[src/rtl/vp_pkg.sv]
`default_nettype none
// ==========================================================================
// Package : vp_pkg
// State encoding and helpers shared by the video-path crop/decimate blocks.
// Rev     : 1.0
// ==========================================================================
package vp_pkg;

    typedef enum logic [1:0] {
        IDLE   = 2'd0,
        ACTIVE = 2'd1,
        DONE   = 2'd2
    } crop_state_t;

    // ceil(val / 2^shift)
    function automatic int unsigned ceil_div_pow2(input int unsigned val,
                                                  input int unsigned shift);
        int unsigned unit;
        unit = 32'd1 << shift;
        return (val + unit - 32'd1) >> shift;
    endfunction

endpackage
`default_nettype wire

[src/rtl/image_crop_win_if.sv]
`default_nettype none
// ==========================================================================
// Interface : image_crop_win_if
// Window config, input video stream and cropped output stream.
// Rev       : 1.0
// ==========================================================================
interface image_crop_win_if #(
    parameter int X_W    = 11,
    parameter int Y_W    = 11,
    parameter int DATA_W = 24,
    parameter int DEC_W  = 2
);
    logic [X_W-1:0]    start_x;
    logic [X_W-1:0]    end_x;
    logic [Y_W-1:0]    start_y;
    logic [Y_W-1:0]    end_y;
    logic [DEC_W-1:0]  dec_x;
    logic [DEC_W-1:0]  dec_y;
    logic              vs_i;
    logic              de_i;
    logic [DATA_W-1:0] data_i;
    logic              vs_o;
    logic              de_o;
    logic [DATA_W-1:0] data_o;
    logic              eol_o;
    logic              eof_o;
    logic              cfg_err_o;

    modport master (
        output start_x, end_x, start_y, end_y, dec_x, dec_y,
        output vs_i, de_i, data_i,
        input  vs_o, de_o, data_o, eol_o, eof_o, cfg_err_o
    );

    modport slave (
        input  start_x, end_x, start_y, end_y, dec_x, dec_y,
        input  vs_i, de_i, data_i,
        output vs_o, de_o, data_o, eol_o, eof_o, cfg_err_o
    );
endinterface
`default_nettype wire

[src/rtl/image_crop_win.sv]
`default_nettype none
// ==========================================================================
// Module : image_crop_win
// Crop-and-decimate window; config shadowed on each vs_i rising edge.
// Rev    : 1.0
// ==========================================================================
module image_crop_win
    import vp_pkg::*;
#(
    parameter int H_DISP = 1280,
    parameter int V_DISP = 720,
    parameter int X_W    = 11,
    parameter int Y_W    = 11,
    parameter int DATA_W = 24,
    parameter int DEC_W  = 2
) (
    input  logic            clk,
    input  logic            rst_n,
    image_crop_win_if.slave bus
);

    localparam int              XW1    = X_W + 1;
    localparam int              YW1    = Y_W + 1;
    localparam logic [X_W:0]    H_LIM  = XW1'(H_DISP);
    localparam logic [Y_W:0]    V_LIM  = YW1'(V_DISP);
    localparam logic [X_W-1:0]  X_LAST = X_W'(H_DISP - 1);
    localparam logic [Y_W-1:0]  Y_LAST = Y_W'(V_DISP - 1);

    crop_state_t       state;
    crop_state_t       state_n;
    logic              vs_d;

    logic [X_W-1:0]    sh_start_x;
    logic [X_W-1:0]    sh_end_x;
    logic [Y_W-1:0]    sh_start_y;
    logic [Y_W-1:0]    sh_end_y;
    logic [DEC_W-1:0]  sh_dec_x;
    logic [DEC_W-1:0]  sh_dec_y;
    logic [X_W-1:0]    out_w;
    logic [Y_W-1:0]    out_h;
    logic              cfg_err;

    logic [X_W-1:0]    in_x;
    logic [Y_W-1:0]    in_y;
    logic [X_W-1:0]    out_x;
    logic [Y_W-1:0]    out_y;

    logic              vs_out;
    logic              de_out;
    logic [DATA_W-1:0] data_out;
    logic              eol_out;
    logic              eof_out;

    logic              vs_rise;
    logic              cfg_bad;
    logic [X_W:0]      dx_cfg;
    logic [Y_W:0]      dy_cfg;
    logic [X_W-1:0]    out_w_n;
    logic [Y_W-1:0]    out_h_n;
    logic [X_W:0]      dx_pix;
    logic [Y_W:0]      dy_pix;
    logic [X_W:0]      mask_x;
    logic [Y_W:0]      mask_y;
    logic              in_win;
    logic              phase_ok;
    logic              pix_valid;
    logic              keep;
    logic              line_last;
    logic              frame_last;
    logic              out_line_last;
    logic              out_frame_last;

    assign vs_rise = bus.vs_i & ~vs_d;

    // Live config: validated and sized only at the frame-start edge
    assign dx_cfg  = {1'b0, bus.end_x} - {1'b0, bus.start_x};
    assign dy_cfg  = {1'b0, bus.end_y} - {1'b0, bus.start_y};
    assign cfg_bad = (bus.start_x >= bus.end_x) | (bus.start_y >= bus.end_y) |
                     ({1'b0, bus.end_x} > H_LIM) | ({1'b0, bus.end_y} > V_LIM);
    assign out_w_n = X_W'(ceil_div_pow2(32'(dx_cfg), 32'(bus.dec_x)));
    assign out_h_n = Y_W'(ceil_div_pow2(32'(dy_cfg), 32'(bus.dec_y)));

    // Pixel selection against the shadowed window
    assign dx_pix    = {1'b0, in_x} - {1'b0, sh_start_x};
    assign dy_pix    = {1'b0, in_y} - {1'b0, sh_start_y};
    assign mask_x    = (XW1'(1) << sh_dec_x) - XW1'(1);
    assign mask_y    = (YW1'(1) << sh_dec_y) - YW1'(1);
    assign in_win    = (in_x >= sh_start_x) & (in_x < sh_end_x) &
                       (in_y >= sh_start_y) & (in_y < sh_end_y);
    assign phase_ok  = ((dx_pix & mask_x) == '0) & ((dy_pix & mask_y) == '0);
    assign pix_valid = (state == ACTIVE) & bus.de_i;
    assign keep      = pix_valid & ~vs_rise & ~cfg_err & in_win & phase_ok;

    assign line_last      = (in_x == X_LAST);
    assign frame_last     = line_last & (in_y == Y_LAST);
    assign out_line_last  = (out_x == out_w - X_W'(1));
    assign out_frame_last = (out_y == out_h - Y_W'(1));

    always_ff @(posedge clk or negedge rst_n) begin
        if (!rst_n) begin
            state <= IDLE;
        end else begin
            state <= state_n;
        end
    end

    always_comb begin
        state_n = state;
        if (vs_rise) begin
            state_n = ACTIVE;
        end else if (pix_valid && frame_last) begin
            state_n = DONE;
        end
    end

    always_ff @(posedge clk or negedge rst_n) begin
        if (!rst_n) begin
            vs_d       <= 1'b0;
            sh_start_x <= '0;
            sh_end_x   <= '0;
            sh_start_y <= '0;
            sh_end_y   <= '0;
            sh_dec_x   <= '0;
            sh_dec_y   <= '0;
            out_w      <= '0;
            out_h      <= '0;
            cfg_err    <= 1'b0;
        end else begin
            vs_d <= bus.vs_i;
            if (vs_rise) begin
                sh_start_x <= bus.start_x;
                sh_end_x   <= bus.end_x;
                sh_start_y <= bus.start_y;
                sh_end_y   <= bus.end_y;
                sh_dec_x   <= bus.dec_x;
                sh_dec_y   <= bus.dec_y;
                out_w      <= out_w_n;
                out_h      <= out_h_n;
                cfg_err    <= cfg_bad;
            end
        end
    end

    // A frame-start edge wins over any pixel sampled in the same cycle
    always_ff @(posedge clk or negedge rst_n) begin
        if (!rst_n) begin
            in_x  <= '0;
            in_y  <= '0;
            out_x <= '0;
            out_y <= '0;
        end else if (vs_rise) begin
            in_x  <= '0;
            in_y  <= '0;
            out_x <= '0;
            out_y <= '0;
        end else begin
            if (pix_valid) begin
                if (line_last) begin
                    in_x <= '0;
                    in_y <= frame_last ? '0 : in_y + Y_W'(1);
                end else begin
                    in_x <= in_x + X_W'(1);
                end
            end
            if (keep) begin
                if (out_line_last) begin
                    out_x <= '0;
                    out_y <= out_y + Y_W'(1);
                end else begin
                    out_x <= out_x + X_W'(1);
                end
            end
        end
    end

    always_ff @(posedge clk or negedge rst_n) begin
        if (!rst_n) begin
            vs_out   <= 1'b0;
            de_out   <= 1'b0;
            data_out <= '0;
            eol_out  <= 1'b0;
            eof_out  <= 1'b0;
        end else begin
            vs_out   <= vs_rise;
            de_out   <= keep;
            data_out <= keep ? bus.data_i : '0;
            eol_out  <= keep & out_line_last;
            eof_out  <= keep & out_line_last & out_frame_last;
        end
    end

    assign bus.vs_o      = vs_out;
    assign bus.de_o      = de_out;
    assign bus.data_o    = data_out;
    assign bus.eol_o     = eol_out;
    assign bus.eof_o     = eof_out;
    assign bus.cfg_err_o = cfg_err;

endmodule
`default_nettype wire

[src/flat_wrapper.sv]
// flat-port wrapper written by rule: the top's interface ports become plain ports
module image_crop_win_flat import vp_pkg::*;
#(
    parameter int H_DISP = 1280,
    parameter int V_DISP = 720,
    parameter int X_W    = 11,
    parameter int Y_W    = 11,
    parameter int DATA_W = 24,
    parameter int DEC_W  = 2
)
  (clk, rst_n, bus_start_x, bus_end_x, bus_start_y, bus_end_y, bus_dec_x, bus_dec_y, bus_vs_i, bus_de_i, bus_data_i, bus_vs_o, bus_de_o, bus_data_o, bus_eol_o, bus_eof_o, bus_cfg_err_o);
  image_crop_win_if #(.X_W(X_W), .Y_W(Y_W), .DATA_W(DATA_W), .DEC_W(DEC_W)) bus_i ();
  input  logic clk;
  input  logic rst_n;
  input wire logic [$bits(bus_i.start_x)-1:0] bus_start_x;
  input wire logic [$bits(bus_i.end_x)-1:0] bus_end_x;
  input wire logic [$bits(bus_i.start_y)-1:0] bus_start_y;
  input wire logic [$bits(bus_i.end_y)-1:0] bus_end_y;
  input wire logic [$bits(bus_i.dec_x)-1:0] bus_dec_x;
  input wire logic [$bits(bus_i.dec_y)-1:0] bus_dec_y;
  input wire logic [$bits(bus_i.vs_i)-1:0] bus_vs_i;
  input wire logic [$bits(bus_i.de_i)-1:0] bus_de_i;
  input wire logic [$bits(bus_i.data_i)-1:0] bus_data_i;
  output wire logic [$bits(bus_i.vs_o)-1:0] bus_vs_o;
  output wire logic [$bits(bus_i.de_o)-1:0] bus_de_o;
  output wire logic [$bits(bus_i.data_o)-1:0] bus_data_o;
  output wire logic [$bits(bus_i.eol_o)-1:0] bus_eol_o;
  output wire logic [$bits(bus_i.eof_o)-1:0] bus_eof_o;
  output wire logic [$bits(bus_i.cfg_err_o)-1:0] bus_cfg_err_o;
  assign bus_i.start_x = bus_start_x;
  assign bus_i.end_x = bus_end_x;
  assign bus_i.start_y = bus_start_y;
  assign bus_i.end_y = bus_end_y;
  assign bus_i.dec_x = bus_dec_x;
  assign bus_i.dec_y = bus_dec_y;
  assign bus_i.vs_i = bus_vs_i;
  assign bus_i.de_i = bus_de_i;
  assign bus_i.data_i = bus_data_i;
  assign bus_vs_o = bus_i.vs_o;
  assign bus_de_o = bus_i.de_o;
  assign bus_data_o = bus_i.data_o;
  assign bus_eol_o = bus_i.eol_o;
  assign bus_eof_o = bus_i.eof_o;
  assign bus_cfg_err_o = bus_i.cfg_err_o;
  image_crop_win #(.H_DISP(H_DISP), .V_DISP(V_DISP), .X_W(X_W), .Y_W(Y_W), .DATA_W(DATA_W), .DEC_W(DEC_W)) u_core (.clk(clk), .rst_n(rst_n), .bus(bus_i));
endmodule
[config.mk]
export PLATFORM = sky130hd
export DESIGN_NAME = image_crop_win_flat
export DESIGN_NICKNAME = d
export VERILOG_FILES = /design/src/rtl/vp_pkg.sv /design/src/rtl/image_crop_win_if.sv /design/src/rtl/image_crop_win.sv /design/src/flat_wrapper.sv
export SDC_FILE = /design/constraint.sdc
export NUM_CORES = 1
export LEC_CHECK = 0
export ABC_AREA = 1
export CAP_MARGIN = 20
export CORE_ASPECT_RATIO = 1.25
export CORE_MARGIN = 8
export CORE_UTILIZATION = 40
export CTS_CLUSTER_DIAMETER = 60
export DETAILED_ROUTE_END_ITERATION = 7
export SLEW_MARGIN = 20
export SYNTH_ARGS = -nofsm -noshare
export SYNTH_HDL_FRONTEND = slang
export SYNTH_SLANG_ARGS = --single-unit
export TNS_END_PERCENT = 10
[constraint.sdc]
create_clock -name clk -period 2.35 [get_ports clk]
set_clock_uncertainty 0.1 [all_clocks]
set_input_delay 0.3525 -clock clk [delete_from_list [all_inputs] [get_ports clk]]
set_output_delay 0.3525 -clock clk [all_outputs]
set_load 0.01 [all_outputs]
# After elaboration in Yosys (flattened, before gate mapping)
# Index checks and enable logic that the tools add are counted.
[totals]
elab_cells = 102
output_inout_bits = 29
reg_bits = 146
[op_classes]
shifts = 6
eq_ne = 5
reduce_logical = 10
order_cmp = 8
n_bitwise = 21
n_addsub = 16
mux = 16
[ops]
columns = ["operator", "count"]
rows = [
  ["11-bit 2-to-1 mux", 13],
  ["12-bit by 32-bit adder with 32-bit output", 2],
  ["1-bit by 2-bit left shift with 32-bit output (first input constant)", 2],
  ["32-bit by 2-bit >> shifter with 11-bit output", 2],
  ["32-bit by 1-bit subtractor with 32-bit output (second input constant)", 2],
  ["11-bit by 11-bit subtractor with 12-bit output", 4],
  ["11-bit by 1-bit adder with 11-bit output (second input constant)", 4],
  ["11-bit greater-or-equal comparator", 4],
  ["12-bit bitwise AND", 2],
  ["12-bit logical NOT", 2],
  ["24-bit 2-to-1 mux", 1],
  ["1-bit by 2-bit left shift with 12-bit output (first input constant)", 2],
  ["12-bit by 2-bit subtractor with 12-bit output (second input constant)", 2],
  ["11-bit equality test", 2],
  ["11-bit less-than comparator", 2],
  ["11-bit by 1-bit subtractor with 11-bit output (second input constant)", 2],
  ["1-bit bitwise AND", 13],
  ["11-bit by 10-bit equality test with 1-bit output (second input constant)", 1],
  ["11-bit equality test (second input constant)", 1],
  ["11-bit by 10-bit > comparator with 1-bit output (second input constant)", 1],
  ["11-bit > comparator (second input constant)", 1],
  ["2-bit nonzero test", 5],
  ["2-bit 2-to-1 mux", 2],
  ["2-bit AND reduction", 2],
  ["other kinds (4)", 8],
]

# Longest topological paths before layout
# Gate-level depths: netlist of the first run.
[depth]
ltp_word = 9
mapped_depth = 25

# Worst setup path before layout of the first run
# Ideal clock, no wire load.
[synth_path]
kind = "input to register"
startpoint = "input port bus_end_x[0]"
endpoint = "register u_core.out_w[10]"
path_stages = 22
setup_ps = 113
arrival_ps = 3139
required_time_ps = 2137
path_buffers = 0
slack_ps = -1002
path_cell_list = "inv_1 > ha_1 > inv_1 > fa_1 > inv_1 > ha_1 > inv_1 > ha_1 > inv_1 > fa_1 > o21ai_0 > nand4_1 > nand3_1 > nand2_1 > nand3_1 > nand2_1 > nand2_1 > nand3_1 > nand3_1 > nand3_1 > nand2_1 > inv_1"
[synth_between]
elab_chain_cells = 4
[synth_rtl]
columns = ["item", "line_no", "text"]
rows = [
  ["start, declared", "flat_wrapper.sv:16", "input wire logic [$bits(bus_i.end_x)-1:0] bus_end_x;"],
  ["11-bit by 11-bit subtractor with 12-bit output", "image_crop_win.sv:76", "assign dx_cfg = {1'b0, bus.end_x} - {1'b0, bus.start_x};"],
  ["12-bit by 32-bit adder with 32-bit output", "vp_pkg.sv:20", "return (val + unit - 32'd1) >> shift;"],
  ["32-bit by 1-bit subtractor with 32-bit output", "vp_pkg.sv:20", ""],
  ["32-bit by 2-bit >> shifter with 11-bit output", "vp_pkg.sv:20", ""],
  ["end signal, assigned", "image_crop_win.sv:137", "out_w <= out_w_n;"],
  ["end, declared", "image_crop_win.sv:39", "logic [X_W-1:0] out_w;"],
]
# Every way passes these cells.
# A chain may end at the register's enable or synchronous reset.

# Final worst setup path of the first run
[layout_path]
startpoint = "input port bus_start_y[2]"
endpoint = "register u_core.out_h[6]"
[layout_between]
elab_chain_cells = 4
[layout_rtl]
columns = ["item", "line_no", "text"]
rows = [
  ["start, declared", "flat_wrapper.sv:17", "input wire logic [$bits(bus_i.start_y)-1:0] bus_start_y;"],
  ["11-bit by 11-bit subtractor with 12-bit output", "image_crop_win.sv:77", "assign dy_cfg = {1'b0, bus.end_y} - {1'b0, bus.start_y};"],
  ["12-bit by 32-bit adder with 32-bit output", "vp_pkg.sv:20", ""],
  ["32-bit by 1-bit subtractor with 32-bit output", "vp_pkg.sv:20", ""],
  ["32-bit by 2-bit >> shifter with 11-bit output", "vp_pkg.sv:20", ""],
  ["end signal, assigned", "image_crop_win.sv:138", "out_h <= out_h_n;"],
  ["end, declared", "image_crop_win.sv:40", "logic [Y_W-1:0] out_h;"],
]
# Every way passes these cells.

==> impl_metrics.env, run 1 <==
export IMPL_number_of_warnings_issued_by_yosys=0
export IMPL_pin_count_of_the_biggest_net_entering_global_routing=62
export IMPL_die_height_microns=204
export IMPL_finalWorstPathRequiredPeriod_ns=2.92
export IMPL_io_pins=105
export IMPL_drc=0
export IMPL_timing_critical_path_cells="dlygate4sd2_1 -> inv_2 -> ha_4 -> buf_4 -> buf_4 -> xnor2_1 -> ha_1 -> fa_2 -> o21ai_4 -> buf_6 -> a21oi_2 -> o21ai_1 -> xor2_1 -> nand2_1 -> o21ai_2 -> o211ai_1"
export IMPL_clk_latency_worst_skew_pair_ns=0.44
export IMPL_violations_in_the_final_reports="setup timing"
export IMPL_placed_cells=2276
export IMPL_rsz_0062_raised_after_global_routing="true"
export IMPL_routed_wl_microns=33800
export IMPL_global_route_wire_length_before_repair_microns=54600
export IMPL_global_route_usage_total=0.195
export IMPL_min_period_over_period=1.24
export IMPL_dp_final_hpwl_microns=25600
export IMPL_worst_setup_path_type="input port to flop"
export IMPL_slew_headroom=0.700
export IMPL_routabilityCongestion=0.884
export IMPL_vias_in_the_first_global_route=11500
export IMPL_crit_arrival_ns=3.13
export IMPL_setup_worst_path_end_class="flop"
export IMPL_drtIter0Drc=546
export IMPL_hold_path_startpoint="bus_end_y[0]"
export IMPL_cts_buffers_inserted=17
export IMPL_yosysTopAreaCellShare=0.323
export IMPL_hold_path_depth=3
export IMPL_ys_types=47
export IMPL_row_count=69
export IMPL_rrSetupSlack_ns=-0.27
export IMPL_grt_remaining_overflow=0
export IMPL_timing_critical_path_from_type="input port"
export IMPL_synth_async_reset_ratio=1.00
export IMPL_worst_pin_slew_ns=0.446
export IMPL_via_per_inst=4.90
export IMPL_path_max_fanout=3
export IMPL_synth_edf_count=0
export IMPL_slew_viol_final=0
export IMPL_place_port_buffers=104
export IMPL_floorplan_core_area_sq_um=28100
export IMPL_initial_core_util=0.402
export IMPL_flops_latches_synth=146
export IMPL_crit_required_ns=2.55
export IMPL_synth_fp_nets=1770
export IMPL_routed_via_count=11500
export IMPL_cts_sink_count=146
export IMPL_report_final_setup_viol=71
export IMPL_fp_dieW_microns=166
export IMPL_yosysSeqAreaShare=0.323
export IMPL_outcome="finished, violations left"
export IMPL_flow_area_growth_from_synthesis_pct=47.0
export IMPL_worst_path_most_repeated_cell="buf_4"
export IMPL_synthTopCellsByArea="dfrtp_1, nand2_1, ha_1, inv_1, nor2_1"
export IMPL_htreeDepth=4
export IMPL_initial_antenna_violation_count=1
export IMPL_cts_root_buf="clkbuf_16"
export IMPL_synth_area_leader_cell="dfrtp_1"
export IMPL_worstReg2RegStart="u_core.in_x[0]$_DFFE_PN0P_"
export IMPL_synth_cells=1588
export IMPL_worst_r2r_cell_count=15
export IMPL_max_freq_mhz=342
export IMPL_avgRoutedWirePerCell_microns=14.4
export IMPL_synth_main_ff_cell="dfrtp_1"
export IMPL_power_density_nw_per_um2=738
export IMPL_critical_path_slowest_cell="fa_2"
export IMPL_clock_tree_from_tritoncts="done"
export IMPL_setup_total_negative_slack_ns=-19.53
export IMPL_regToRegEndpoint="u_core.bus.data_o[9]$_DFF_PN0_"
export IMPL_crit_path_max_incr_delay_ns=0.43
export IMPL_hold_path_class="input port to flop"
export IMPL_p_leak_nw=8.62
export IMPL_synthesis_area_sq_um=11300
export IMPL_drt_pre_antenna_iters=5
export IMPL_dieArea_sq_um=33900
export IMPL_num_fill_cells=2521
export IMPL_worst_hold_path_endpoint="u_core.sh_end_y[0]$_DFFE_PN0P_"
export IMPL_setup_slack_ns=-0.573
export IMPL_cts_clk_slew_worst_paths_ns=0.06
export IMPL_cts_buffer_depth=2
export IMPL_layout_drive_gt1_share=0.293
export IMPL_num_nets_final=2162
export IMPL_finish_cell_count_without_fillers=2349
export IMPL_number_of_nets_still_failing_antenna_checks_after_routing=0
export IMPL_vdd_ir_drop_max_mv=0.388
export IMPL_avgSynthCellArea_sq_um=7.12
export IMPL_report_final_hold_viol_count=0
export IMPL_maxcap_viol_count=0
cells in the final DEF, fill, tap and decap left out, types with 7 or more instances in the layout:
cell type | synthesis | routed
nor3_1 | 23 | 19
o21ai_2 | 0 | 8
buf_12 | 0 | 7
o221ai_1 | 9 | 7
xnor2_1 | 26 | 19
buf_4 | 3 | 288
ha_4 | 0 | 32
ha_1 | 100 | 67
dlygate4sd2_1 | 0 | 7
xor2_1 | 56 | 48
nor2_1 | 152 | 138
buf_6 | 3 | 10
nand3_2 | 4 | 19
a21oi_1 | 65 | 46
nand4_1 | 39 | 39
inv_2 | 3 | 36
nand3_1 | 105 | 90
nand2_2 | 9 | 43
nand2_4 | 0 | 9
o21ai_1 | 2 | 12
clkbuf_16 | 0 | 17
clkdlybuf4s50_1 | 0 | 74
nor2_2 | 3 | 13
inv_1 | 278 | 241
a21oi_2 | 0 | 18
dfrtp_1 | 146 | 145
nand2_1 | 365 | 322
clkbuf_2 | 0 | 10
xor2_2 | 0 | 7
o211ai_1 | 7 | 7
o21ai_0 | 91 | 71
critical path, delay by kind of cell:
family | cells | cell delay [ns]
adders and majority gates | 3 | 0.99
buffers and inverters | 5 | 0.75
AOI/OAI and AO/OA | 5 | 0.58
xor gates and xnor gates | 2 | 0.32
and+or+nand+nor | 1 | 0.11
power by group:
group / internal (mW) / total, mW / switching, mW
sequential: 2.88 / 3.22 / 0.343
combinational: 3.04 / 6.29 / 3.24
clock: 1.52 / 2.76 / 1.24
layer usage:
layer / GRT usage / part of all wire / up-vias
met5: 0 / 0 / -
met4: 0.0770 / 0.028 / 0
met3: 0.0288 / 0.025 / 55
met2: 0.361 / 0.52 / 171
met1: 0.223 / 0.43 / 5400
li1: - / - / 5876
sequential cells by signal, indices dropped and copies added, names as in the netlist:
signal,count
u_core.vs_d,1
u_core.out_x,11
u_core.sh_dec_x,2
u_core.sh_dec_y,2
u_core.bus.cfg_err_o,1
u_core.out_y,11
u_core.sh_start_x,11
u_core.bus.data_o,24
u_core.bus.vs_o,1
u_core.bus.de_o,1
u_core.out_h,11
u_core.sh_end_y,11
u_core.state,2
u_core.in_y,11
u_core.sh_end_x,11
u_core.out_w,11
u_core.bus.eol_o,1
u_core.bus.eof_o,1
u_core.sh_start_y,11
u_core.in_x,11
synthesized netlist by cell type, types with 21 or more instances:
master    number
nor3_1        23
a21oi_1       65
nand2_1      365
dfrtp_1      146
xnor2_1       26
inv_1        278
o21ai_0       91
nor2_1       152
nand4_1       39
xor2_1        56
nand3_1      105
clkbuf_1      21
ha_1         100
how the worst max path moves through the flow:
stage	cells past startpoint	to	slack, ns	startpoint
after floorplan	22	u_core.out_w[10]$_DFFE_PN0P_	-0.76	bus_end_x[0]
after global placement	20	u_core.out_h[10]$_DFFE_PN0P_	-1.51	bus_end_y[0]
after detailed placement	21	u_core.out_h[10]$_DFFE_PN0P_	-1.59	bus_end_y[0]
after CTS	24	u_core.out_w[9]$_DFFE_PN0P_	-0.62	bus_end_x[0]
after global routing	23	u_core.out_w[10]$_DFFE_PN0P_	-0.78	bus_end_x[0]
final	16	u_core.out_h[6]$_DFFE_PN0P_	-0.57	bus_start_y[2]
kinds of logic (layout without fill, tap and decap cells):
| family | Yosys count | count (layout) | synth area share |
|---|---|---|---|
| muxes | 3 | 3 | 0.00266 |
| DFF | 146 | 146 | 0.323 |
| other | 0 | 1 | 0 |
| buffers and inverters | 317 | 722 | 0.109 |
| adders and majority gates | 106 | 106 | 0.121 |
| and+or+nand+nor | 724 | 724 | 0.275 |
| xor gates and xnor gates | 82 | 82 | 0.0635 |
| AOI/OAI and AO/OA | 210 | 210 | 0.105 |
repair_timing:
| action | 4_1_cts | 5_1_grt |
|---|---|---|
| pin swaps | 78 | 81 |
| hold buffers | 1 | 0 |
| gates cloned | 0 | 0 |
| endpoints found under the setup margin | 73 | 80 |
| hold endpoints to repair | 37 | 0 |
| gates resized for setup | 170 | 135 |
| setup buffers | 19 | 21 |
metrics by stage:
stage	utilization	setup slack, ns	power (mW)	hold slack (ns)	instance area [sq um]
after floorplan	-	-0.756	6.40	-0.0431	11400
after global placement	0.524	-1.51	8.39	0.195	14700
after detailed placement	0.524	-1.59	8.46	0.193	14700
after CTS	0.570	-0.619	11.8	0.0742	16100
after global routing	0.591	-0.782	13.2	0.115	16600
final	0.591	-0.573	12.3	0.102	16600
area by class of cell:
type,count,area [sq um],share of cell area
multi-input combinational,1125,7480,0.450
sequential,146,3650,0.220
timing repair buffer,407,3370,0.203
inverter,283,1080,0.0651
tap,355,444,0.0267
clock buffer,18,439,0.0264
clock inverter,14,144,0.00866
antenna,1,2.50,0.000151
Power figures use the tool's default switching activity.
==> run 2: changes to the inputs <==
--- a/config.mk
+++ b/config.mk
@@ -9,9 +9,10 @@
 export CAP_MARGIN = 20
 export CORE_ASPECT_RATIO = 1.25
 export CORE_MARGIN = 8
-export CORE_UTILIZATION = 40
+export CORE_UTILIZATION = 53
 export CTS_CLUSTER_DIAMETER = 60
 export DETAILED_ROUTE_END_ITERATION = 7
+export PLACE_DENSITY = 0.77
 export SLEW_MARGIN = 20
 export SYNTH_ARGS = -nofsm -noshare
 export SYNTH_HDL_FRONTEND = slang
==> impl_metrics.env, run 2 (synthesized netlist as in run 1, its figures left out) <==
export IMPL_design_power_total_mw=13.7
export IMPL_setup_worst_path_end_class="flop"
export IMPL_report_final_setup_viol=72
export IMPL_initial_antenna_violation_count=2
export IMPL_max_freq_mhz=282
export IMPL_number_of_nets_still_failing_antenna_checks_after_routing=0
export IMPL_row_count=59
export IMPL_slew_headroom=0.627
export IMPL_cts_sink_count=146
export IMPL_vias_in_the_first_global_route=13200
export IMPL_cts_buffer_depth=2
export IMPL_largest_register_ff_count=24
export IMPL_clock_tree_from_tritoncts="done"
export IMPL_dp_final_hpwl_microns=25200
export IMPL_drc=84
export IMPL_routed_via_count=13900
export IMPL_finalWorstPathRequiredPeriod_ns=3.55
export IMPL_drt_pre_antenna_iters=8
export IMPL_grt_remaining_overflow=0
export IMPL_slew_viol_final=0
export IMPL_worst_hold_slack_ns=0.0699
export IMPL_num_nets_final=2160
export IMPL_min_period_over_period=1.51
export IMPL_htreeDepth=4
export IMPL_drtIter0Drc=1877
export IMPL_routed_wl_microns=49800
export IMPL_via_per_inst=6.13
export IMPL_regToRegEndpoint="u_core.bus.eof_o$_DFF_PN0_"
export IMPL_p_leak_nw=8.75
export IMPL_leading_cell_type_in_the_layout_fill_and_taps_excluded="nand2_1"
export IMPL_layout_drive_gt1_share=0.323
export IMPL_flow_area_growth_from_synthesis_pct=50.3
export IMPL_rsz_0062_raised_after_global_routing="true"
export IMPL_power_density_nw_per_um2=806
export IMPL_violations_in_the_final_reports="DRC, setup timing"
export IMPL_fp_dieW_microns=147
export IMPL_timing_critical_path_from_type="input port"
export IMPL_path_max_fanout=4
export IMPL_dieArea_sq_um=26300
export IMPL_report_final_hold_viol_count=0
export IMPL_worst_pin_slew_ns=0.560
export IMPL_worst_hold_path_endpoint="u_core.sh_start_y[0]$_DFFE_PN0P_"
export IMPL_cts_clk_slew_worst_paths_ns=0.08
export IMPL_initial_core_util=0.541
export IMPL_hold_path_depth=3
export IMPL_setup_slack_ns=-1.20
export IMPL_worst_r2r_cell_count=13
export IMPL_io_pins=105
export IMPL_maxcap_viol_count=0
export IMPL_floorplan_core_area_sq_um=20900
export IMPL_critical_path_slowest_cell="ha_4"
export IMPL_pin_count_of_the_biggest_net_entering_global_routing=67
export IMPL_die_height_microns=179
export IMPL_hold_path_startpoint="bus_start_y[0]"
export IMPL_crit_arrival_ns=3.81
export IMPL_crit_required_ns=2.61
export IMPL_layout_common_cells="nand2_1, buf_4, inv_1, dfrtp_1, nor2_1"
export IMPL_hold_path_class="input port to flop"
export IMPL_global_route_wire_length_before_repair_microns=61500
export IMPL_place_port_buffers=104
export IMPL_timing_critical_path_buf_inv=7
export IMPL_cts_root_buf="clkbuf_16"
export IMPL_cpLargestDelayFamily="simple AND/OR/NAND/NOR gates"
export IMPL_rrSetupSlack_ns=-0.62
export IMPL_vdd_ir_drop_max_mv=0.675
export IMPL_cts_buffers_inserted=17
export IMPL_worst_path_most_repeated_cell="inv_1"
export IMPL_routabilityCongestion=0.903
export IMPL_clk_latency_worst_skew_pair_ns=0.47
export IMPL_outcome="finished, violations left"
export IMPL_avgRoutedWirePerCell_microns=22.0
export IMPL_worst_setup_path_type="input port to flop"
export IMPL_global_route_usage_total=0.287
export IMPL_crit_path_max_incr_delay_ns=0.31
export IMPL_worstReg2RegStart="u_core.in_y[2]$_DFFE_PN0P_"
run 2: cell types whose count changed in the layout (fill, tap and decap cells not counted), sizes merged:
| cell | before | now |
|---|---|---|
| clkdlybuf4s50 | 74 | 68 |
| clkinv | 3 | 9 |
| dlygate4sd2 | 7 | 12 |
| clkinvlp | 4 | 0 |
| buf | 308 | 306 |
| bufinv | 1 | 0 |
| clkdlybuf4s15 | 2 | 1 |
| diode | 1 | 2 |
| dlymetal6s2s | 5 | 6 |
run 2: final cells by class:
type                       instances  area [sq um]
inverter                         283          1090
timing repair buffer             405          3360
multi-input combinational       1125          7930
antenna                            2          5.00
clock inverter                    15           184
tap                              274           343
sequential                       146          3650
fill                            1140          3900
clock buffer                      17           425
run 2: per-layer routing:
| metal | vias to the layer above | routed length [microns] | global-route usage | part of all wire |
|---|---|---|---|---|
| li1 | 5889 | - | - | - |
| met5 | - | 0 | 0 | 0 |
| met3 | 489 | 5350 | 0.0513 | 0.11 |
| met1 | 6387 | 16200 | 0.301 | 0.33 |
| met4 | 0 | 4720 | 0.159 | 0.095 |
| met2 | 1138 | 23600 | 0.537 | 0.47 |
run 2: tightest hold or removal path, delay by kind of cell:
family	cells	cell delay, ns
buf+inv	1	0.13
simple gates	2	0.11
run 2: metrics by stage:
stage	util	cells	area, sq um	setup TNS, ns	setup slack [ns]
after detailed placement	0.692	2172	14500	-46.45	-1.58
after CTS	0.771	2251	16100	-23.57	-0.623
after floorplan	-	1588	11400	-14.86	-0.756
after global placement	0.692	2172	14500	-41.80	-1.52
after global routing	0.813	2267	17000	-41.65	-1.24
final	0.813	2267	17000	-31.95	-1.20
run 2: worst max path at each step:
stage	startpoint	slack [ns]	cells past startpoint	end
after floorplan	bus_end_x[0]	-0.76	22	u_core.out_w[10]$_DFFE_PN0P_
after global placement	bus_end_y[0]	-1.52	20	u_core.out_h[10]$_DFFE_PN0P_
after detailed placement	bus_end_y[0]	-1.58	20	u_core.out_h[10]$_DFFE_PN0P_
after CTS	bus_end_x[0]	-0.62	24	u_core.out_w[9]$_DFFE_PN0P_
after global routing	bus_start_x[4]	-1.24	26	u_core.out_w[10]$_DFFE_PN0P_
final	bus_start_x[4]	-1.20	25	u_core.out_w[10]$_DFFE_PN0P_
run 2: what timing repair did:
| item | 4_1_cts | 5_1_grt |
|---|---|---|
| endpoints found under the hold margin | 45 | 0 |
| setup buffers | 48 | 20 |
| pin swaps | 96 | 108 |
| hold buffers | 1 | 0 |
| endpoints found under the setup margin | 75 | 87 |
| resized for setup | 201 | 210 |
run 2: report_power, final:
group          total [mW]  internal [mW]  leakage (nW)  switching, mW
clock                2.90           1.44         0.296           1.45
sequential           3.27           2.87          1.88          0.402
combinational        7.51           3.33          6.57           4.18
total                13.7           7.65          8.75           6.04
